$ cat config.mk
export PLATFORM = sky130hd
export DESIGN_NAME = canvas_readback
export DESIGN_NICKNAME = d
export VERILOG_FILES = /design/src/rtl/canvas_readback.sv
export SDC_FILE = /design/constraint.sdc
export NUM_CORES = 1
export LEC_CHECK = 0
export CAP_MARGIN = 10
export CORE_ASPECT_RATIO = 0.75
export CORE_UTILIZATION = 57
export DETAILED_ROUTE_END_ITERATION = 10
export PLACE_DENSITY = 0.84
export SKIP_CTS_REPAIR_TIMING = 1
export SYNTH_ARGS = -nofsm -noshare
export SYNTH_HDL_FRONTEND = slang
export SYNTH_SLANG_ARGS = --single-unit
$ cat constraint.sdc
create_clock -name clk -period 5.45 [get_ports clk]
set_input_delay 0.545 -clock clk [delete_from_list [all_inputs] [get_ports clk]]
set_output_delay 0.545 -clock clk [all_outputs]
set_load 0.02 [all_outputs]
$ cat src/rtl/canvas_readback.sv
// Streams one canvas frame out of the pixel RAM as packed two-pixel bytes over valid/ready.
// Each byte takes four cycles: two fetches, one latch and at least one send cycle.
module canvas_readback #(
   parameter int MAX_X      = 640,
   parameter int MAX_Y      = 480,
   parameter int ADDR_WIDTH = 19,
   parameter int DATA_WIDTH = 3
) (
   input  logic                  clk,
   input  logic                  reset,
   input  logic                  start,
   output logic [ADDR_WIDTH-1:0] rd_addr,
   output logic                  rd_en,
   input  logic [DATA_WIDTH-1:0] rd_data,
   output logic [7:0]            m_data,
   output logic                  m_valid,
   input  logic                  m_ready,
   output logic                  m_last,
   output logic                  busy,
   output logic                  done
);

   localparam logic [ADDR_WIDTH-1:0] NPIX = ADDR_WIDTH'(MAX_X * MAX_Y);

   typedef enum logic [2:0] {
      IDLE,
      FETCH_A,
      FETCH_B,
      LATCH,
      SEND,
      DONE
   } state_t;

   state_t                  state_q, state_d;
   logic [ADDR_WIDTH-1:0]   ptr_q, ptr_d;
   logic [ADDR_WIDTH-1:0]   rd_addr_q, rd_addr_d;
   logic                    rd_en_q, rd_en_d;
   logic [DATA_WIDTH-1:0]   pixa_q, pixa_d;
   logic [7:0]              m_data_q, m_data_d;
   logic                    m_valid_q, m_valid_d;
   logic                    m_last_q, m_last_d;
   logic                    busy_q, busy_d;
   logic                    done_q, done_d;

   always_ff @(posedge clk or posedge reset) begin
      if (reset) begin
         state_q   <= IDLE;
         ptr_q     <= '0;
         rd_addr_q <= '0;
         rd_en_q   <= 1'b0;
         pixa_q    <= '0;
         m_data_q  <= '0;
         m_valid_q <= 1'b0;
         m_last_q  <= 1'b0;
         busy_q    <= 1'b0;
         done_q    <= 1'b0;
      end else begin
         state_q   <= state_d;
         ptr_q     <= ptr_d;
         rd_addr_q <= rd_addr_d;
         rd_en_q   <= rd_en_d;
         pixa_q    <= pixa_d;
         m_data_q  <= m_data_d;
         m_valid_q <= m_valid_d;
         m_last_q  <= m_last_d;
         busy_q    <= busy_d;
         done_q    <= done_d;
      end
   end

   always_comb begin
      state_d   = state_q;
      ptr_d     = ptr_q;
      rd_addr_d = rd_addr_q;
      rd_en_d   = rd_en_q;
      pixa_d    = pixa_q;
      m_data_d  = m_data_q;
      m_valid_d = m_valid_q;
      m_last_d  = m_last_q;
      busy_d    = busy_q;
      done_d    = 1'b0;
      unique case (state_q)
         IDLE: begin
            if (start) begin
               state_d = FETCH_A;
               ptr_d   = '0;
               busy_d  = 1'b1;
            end
         end
         FETCH_A: begin
            rd_addr_d = ptr_q;
            rd_en_d   = 1'b1;
            ptr_d     = ptr_q + 1'b1;
            state_d   = FETCH_B;
         end
         FETCH_B: begin
            // rd_data here answers the even address issued in FETCH_A
            rd_addr_d = ptr_q;
            rd_en_d   = 1'b1;
            ptr_d     = ptr_q + 1'b1;
            pixa_d    = rd_data;
            state_d   = LATCH;
         end
         LATCH: begin
            rd_en_d   = 1'b0;
            m_data_d  = {1'b0, pixa_q[2:0], 1'b0, rd_data[2:0]};
            m_last_d  = (ptr_q == NPIX);
            m_valid_d = 1'b1;
            state_d   = SEND;
         end
         SEND: begin
            if (m_ready) begin
               m_valid_d = 1'b0;
               m_last_d  = 1'b0;
               if (m_last_q) begin
                  state_d = DONE;
                  done_d  = 1'b1;
               end else begin
                  state_d = FETCH_A;
               end
            end
         end
         DONE: begin
            busy_d  = 1'b0;
            state_d = IDLE;
         end
         default: state_d = IDLE;
      endcase
   end

   assign rd_addr = rd_addr_q;
   assign rd_en   = rd_en_q;
   assign m_data  = m_data_q;
   assign m_valid = m_valid_q;
   assign m_last  = m_last_q;
   assign busy    = busy_q;
   assign done    = done_q;

endmodule

==> results.cfg, run 1 <==
[worst_setup_path]
start_kind = input port
reg2reg_to = rd_addr[5]$_DFFE_PP0P_
crit_chain = clkdlybuf4s50_1, or3_1, nand4_1, or4_1, a21oi_1
rrSetupSlack_ns = 3.42
rr_startpoint = state_q[1]$_DFFE_PP0P_
slowest_stage = or4_1
worstPathArrival_ns = 2.32
crit_path_end = ptr_q[15]$_DFFE_PP0P_
crit_type = input port to flip-flop
cp-startpoint = start
cp.required_ns = 5.68
crit_path_end_kind = flip-flop
path_max_fanout = 12
worst_path_largest_cell_delay_ns = 0.62
rr_worst_depth = 4

[placement]
placed_area_um2 = 2870
io_buffers = 36
gp_congestion = 0.8511
dp_hpwl_um = 3189

[final_layout]
drive_gt1_share_pct = 17.46
fillCellCount = 310
final_common_cell = dfrtp_1
area_growth_pct = 19.03
finish.utilization_pct = 72.03
nets = 260
final_area_um2 = 2974
antenna_cells = 0
final_cell_mix = 55 x dfrtp_1, 36 x clkdlybuf4s50_1, 28 x mux2_2

[timing]
fin_hold_ws_ns = 0.5106
max_freq_ghz = 0.4778
fin_crit_ns = 2.093
setup_tns_ns = 0
tightest_slew_ns = 0.9136
setup_viol = 0
rsz0062_at_grt = false
slew_headroom_pct = 38.93
finClkSkew_ns = 0.009611
finalHoldViolations = 0
timing.final.crit_share_pct = 38.40
slew_violations = 0

[pwr]
p_sw_share_pct = 37.56
p_per_area_nw_per_um2 = 452.2
power_frac_seq_pct = 44.0
fin_total_pwr_mw = 1.345
p_switching_mw = 0.5051
clkPwrFrac_pct = 15.8
vdd_drop_max_mv = 0.4158
intPower_mw = 0.8398
combPwrFrac_pct = 40.2
power_leakage_nw = 1.296

[grt]
grt_overflow = 0
antenna_found_initial = 0
grt_pass1_vias = 1655
grt_start_max_net_pins = 56
grtUsageTotal_pct = 23.18
grt_pass1_wl_um = 8079

[synthesis]
ys_ff_latch = 55
seq_area_frac_synth_pct = 55.08
synthCells = 217
yosys.area.top_type = dfrtp_1
synth_area_leaders = dfrtp_1 55%, mux2_2 13%, nand2_1 3.0%
syn_avg_cell_area_um2 = 11.51
synth_area_um2 = 2499
synth.top_cell.area_share_pct = 55.08
ys_warn_count = 0
synth.distinct_cells = 38

[floorplanning]
die_h_um = 59.34
io_pins = 39
core_area_um2 = 4129
die_width_um = 78.45
dieArea_um2 = 4655
start_util_pct = 60.52
rows = 20

[worst_hold_path]
hold_path.class = flip-flop to flip-flop

[clock_network]
root_buffer = clkbuf_8
cts_tree = built
path_clk_slew_ns = 0.10
cts_buffer_depth = 2
ctsHtreeMaxLevel = 2
cts_made_buffers = 5
clock_sinks = 55
clock_latency_ns = 0.31

[run_status]
status = finished clean

[route]
wl_per_cell_um = 15.33
routed_wl_um = 4707
firstDrtPassIters = 4
num_vias = 1783
drc = 0
drtIter0Drc = 139
ant_nets = 0
avgViaCountPerCell = 5.808

[flow_run]
drv_cap = 0
-- power by group through the flow --
stage | clock network [mW] | registers, mW | logic [mW]
after floorplan | 0 | 0.600 | 0.369
after global placement | 0 | 0.593 | 0.528
after detailed placement | 0 | 0.597 | 0.539
after CTS | 0.220 | 0.591 | 0.543
after global routing | 0.237 | 0.606 | 0.588
final | 0.213 | 0.591 | 0.541
-- per-layer routing --
metal | vias to the layer above | wire length, µm | track usage [%]
met1 | 881 | 2242 | 34.58
met4 | 0 | 74 | 7.672
met2 | 51 | 2146 | 34.21
met5 | - | 0 | 0
li1 | 840 | - | -
met3 | 11 | 243 | 4.923
-- cell families after synthesis --
kind of cell | count (synthesis) | share of synthesized area (%)
muxes | 35 | 15.42
buffers and inverters | 19 | 3.806
other | 1 | 0.1501
AOI/OAI and AO/OA | 24 | 5.608
and+or+nand+nor | 76 | 16.88
DFF | 55 | 55.08
adders and majority gates | 2 | 1.001
xor gates and xnor gates | 5 | 2.053
-- final cells by class --
type                            count  area [µm²]  share of cell area, %
Clock inverter                      3       15.01                 0.5048
Tap cell                           55       68.82                  2.314
Inverter                            7       26.28                 0.8835
Multi-Input combinational cell    144        1031                  34.67
Clock buffer                        5       68.82                  2.314
Timing Repair Buffer               38       387.9                  13.04
Sequential cell                    55        1376                  46.28
-- worst min-delay path by stage --
stage                           startpoint                      to  slack, ns  depth (start not counted)
floorplan            pixa_q[0]$_DFFE_PP0N_   pixa_q[0]$_DFFE_PP0N_       0.48                          1
global placement         rd_en$_DFFE_PP0P_       rd_en$_DFFE_PP0P_       0.48                          1
detailed placement       rd_en$_DFFE_PP0P_       rd_en$_DFFE_PP0P_       0.49                          1
CTS                      rd_en$_DFFE_PP0P_       rd_en$_DFFE_PP0P_       0.52                          1
global route        rd_addr[4]$_DFFE_PP0P_  rd_addr[4]$_DFFE_PP0P_       0.54                          1
finish                   rd_en$_DFFE_PP0P_       rd_en$_DFFE_PP0P_       0.51                          1
-- metrics by stage --
step                worst slack [ns]  cells
detailed placement             3.090    298
global route                   3.224    307
finish                         3.357    307
CTS                            3.393    306
floorplan                      3.562    218
global placement               3.158    298
-- worst max-delay path: cells and delay by family --
| family | cells | cell delay (ns) |
|---|---|---|
| AND/OR/NAND/NOR | 3 | 1.10 |
| buffers and inverters | 1 | 0.53 |
| AO/OA/AOI/OAI | 1 | 0.15 |
-- flip-flops by register name, indices dropped and copies added (netlist names) --
name,cells
pixa_q,3
m_last,1
rd_addr,19
done,1
rd_en,1
ptr_q,19
busy,1
m_data,6
m_valid,1
state_q,3
-- Yosys cell counts (all sizes together) --
cell type and count:
o21a 1, buf 11, a21oi 9, clkbuf 1
nor2 13, nand4 5, dfrtp 55, nor3b 2
xnor2 5, nor4b 3, o21ai 8, nand3b 2
nand2 20, nor3 1, or3 1, nand3 11
and3 1, ha 2, and2 1, o31ai 4
o311a 1, and4 2, nor4 4, conb 1
o211ai 1, nand2b 1, mux2i 7, mux2 28
inv 7, or4 9
Power figures use the tool's default switching activity.
==> inputs of run 2 (changes only) <==
Settings changed: CORE_UTILIZATION 57 to 53, PLACE_DENSITY 0.84 to 0.79.
Clock period 5.45 ns to 2.2 ns, I/O delays scaled along.
==> run 2 against run 1 <==
  * Count of clock-buffer cells in the layout increased by 3
  * Sequential share of layout area decreased by 0.97 points
  * Register-to-register slack got worse by 3.2 ns
  * Die area increased by 7.3%
  * First-iteration DRC count decreased by 29%
  * Clock skew decreased by 0.0049 ns
  * Flip-flop and latch count unchanged
  * Critical endpoint is now ptr_q[18]$_DFFE_PP0P_
==> results.cfg, run 2 (synthesis results as in run 1) <==
[grt]
grt_start_max_net_pins = 36
grt_overflow = 0
grtUsageTotal_pct = 23.23
antenna_found_initial = 0
grt_pass1_wl_um = 8424
grt_pass1_vias = 1733

[final_layout]
final_area_um2 = 3038
final_cells = 315
nets = 266
multiInputGateArea_um2 = 1031
fillCellCount = 341
final_common_cell = dfrtp_1
area_growth_pct = 21.58
drive_gt1_share_pct = 18.99
antenna_cells = 0
final_cell_mix = 55 x dfrtp_1, 36 x clkdlybuf4s50_1, 28 x mux2_2
finish.utilization_pct = 67.61
final-seq-area_um2 = 1376

[route]
num_vias = 1842
firstDrtPassIters = 4
avgViaCountPerCell = 5.848
drc = 0
drtIter0Drc = 98
ant_nets = 0
wl_per_cell_um = 16.16
routed_wl_um = 5089

[timing]
finClkSkew_ns = 0.004745
fin_crit_ns = 2.001
setup_tns_ns = 0
setup_viol = 0
rsz0062_at_grt = false
timing.final.crit_share_pct = 90.94
tightest_slew_ns = 0.6427
slew_violations = 0
finalHoldViolations = 0
slew_headroom_pct = 57.06
max_freq_ghz = 0.4998

[worst_setup_path]
start_kind = flip-flop
path_max_fanout = 6
crit_type = flip-flop to flip-flop
cp.required_ns = 2.43
crit_path_end_kind = flip-flop
rr_worst_depth = 5
worstPathArrival_ns = 2.23
rr_startpoint = ptr_q[0]$_DFFE_PP0P_
cp-startpoint = ptr_q[0]$_DFFE_PP0P_

[placement]
gp_congestion = 0.8361
placed_area_um2 = 2930
io_buffers = 36
placed_cells = 306
dp_hpwl_um = 3448

[clock_network]
cts_made_buffers = 5
cts_buffer_depth = 2
clock_latency_ns = 0.31
ctsHtreeMaxLevel = 2
path_clk_slew_ns = 0.09
root_buffer = clkbuf_8
clock_sinks = 55
cts_tree = built

[floorplanning]
start_util_pct = 55.61
io_pins = 39
rows = 21
dieArea_um2 = 4996
die_width_um = 81.29
core_area_um2 = 4493
die_h_um = 61.46

[run_status]
status = finished clean

[pwr]
vdd_drop_max_mv = 0.8309
power_leakage_nw = 1.329
fin_total_pwr_mw = 3.514
p_per_area_nw_per_um2 = 1157

[worst_hold_path]
hold_path.class = input port to async pin

[flow_run]
drv_cap = 0
[run 2: worst paths after layout]
| path | to | slack [ns] |
|---|---|---|
| max | ptr_q[18]$_DFFE_PP0P_ | 0.20 |
| max in group asynchronous | rd_addr[14]$_DFFE_PP0P_ | 1.42 |
| min | m_valid$_DFFE_PP0P_ | 0.23 |
| max reg2reg | ptr_q[18]$_DFFE_PP0P_ | 0.20 |
| min in group clk | rd_addr[17]$_DFFE_PP0P_ | 0.51 |
| min reg2reg | rd_addr[17]$_DFFE_PP0P_ | 0.51 |
[run 2: critical path: stages, from the launching register on]
cell	delay [ns]
dfrtp_1	0.46
ha_1	0.26
nand2_1	0.13
or4_1	0.56
or4_1	0.42
o21ai_0	0.09
[run 2: cell type report]
class | instances | area share (%)
Inverter | 7 | 0.8649
Sequential cell | 55 | 45.30
Timing Repair Buffer | 44 | 14.25
Clock buffer | 8 | 3.295
Multi-Input combinational cell | 144 | 33.94
Tap cell | 57 | 2.348
[run 2: per-stage QoR]
stage	setup WS, ns	hold slack [ns]
global placement	0.1983	0.4813
CTS	0.2057	0.2583
floorplan	0.4376	0.3706
detailed placement	0.1570	0.4916
finish	0.1993	0.2324
global route	0.06043	0.2874
[run 2: power breakdown]
group          internal, mW  leakage, nW  switching [mW]  total, mW
logic                 0.702        0.556           0.769       1.47
registers              1.22        0.722           0.210       1.43
clock network         0.288       0.0515           0.322      0.610
total                  2.21         1.33            1.30       3.51
[run 2: routing by layer]
metal	up-vias	wire, µm	GRT usage, %
met5	-	0	0
met2	53	2289	36.31
met1	925	2484	32.06
li1	857	-	-
met4	0	63	6.378
met3	7	251	6.519
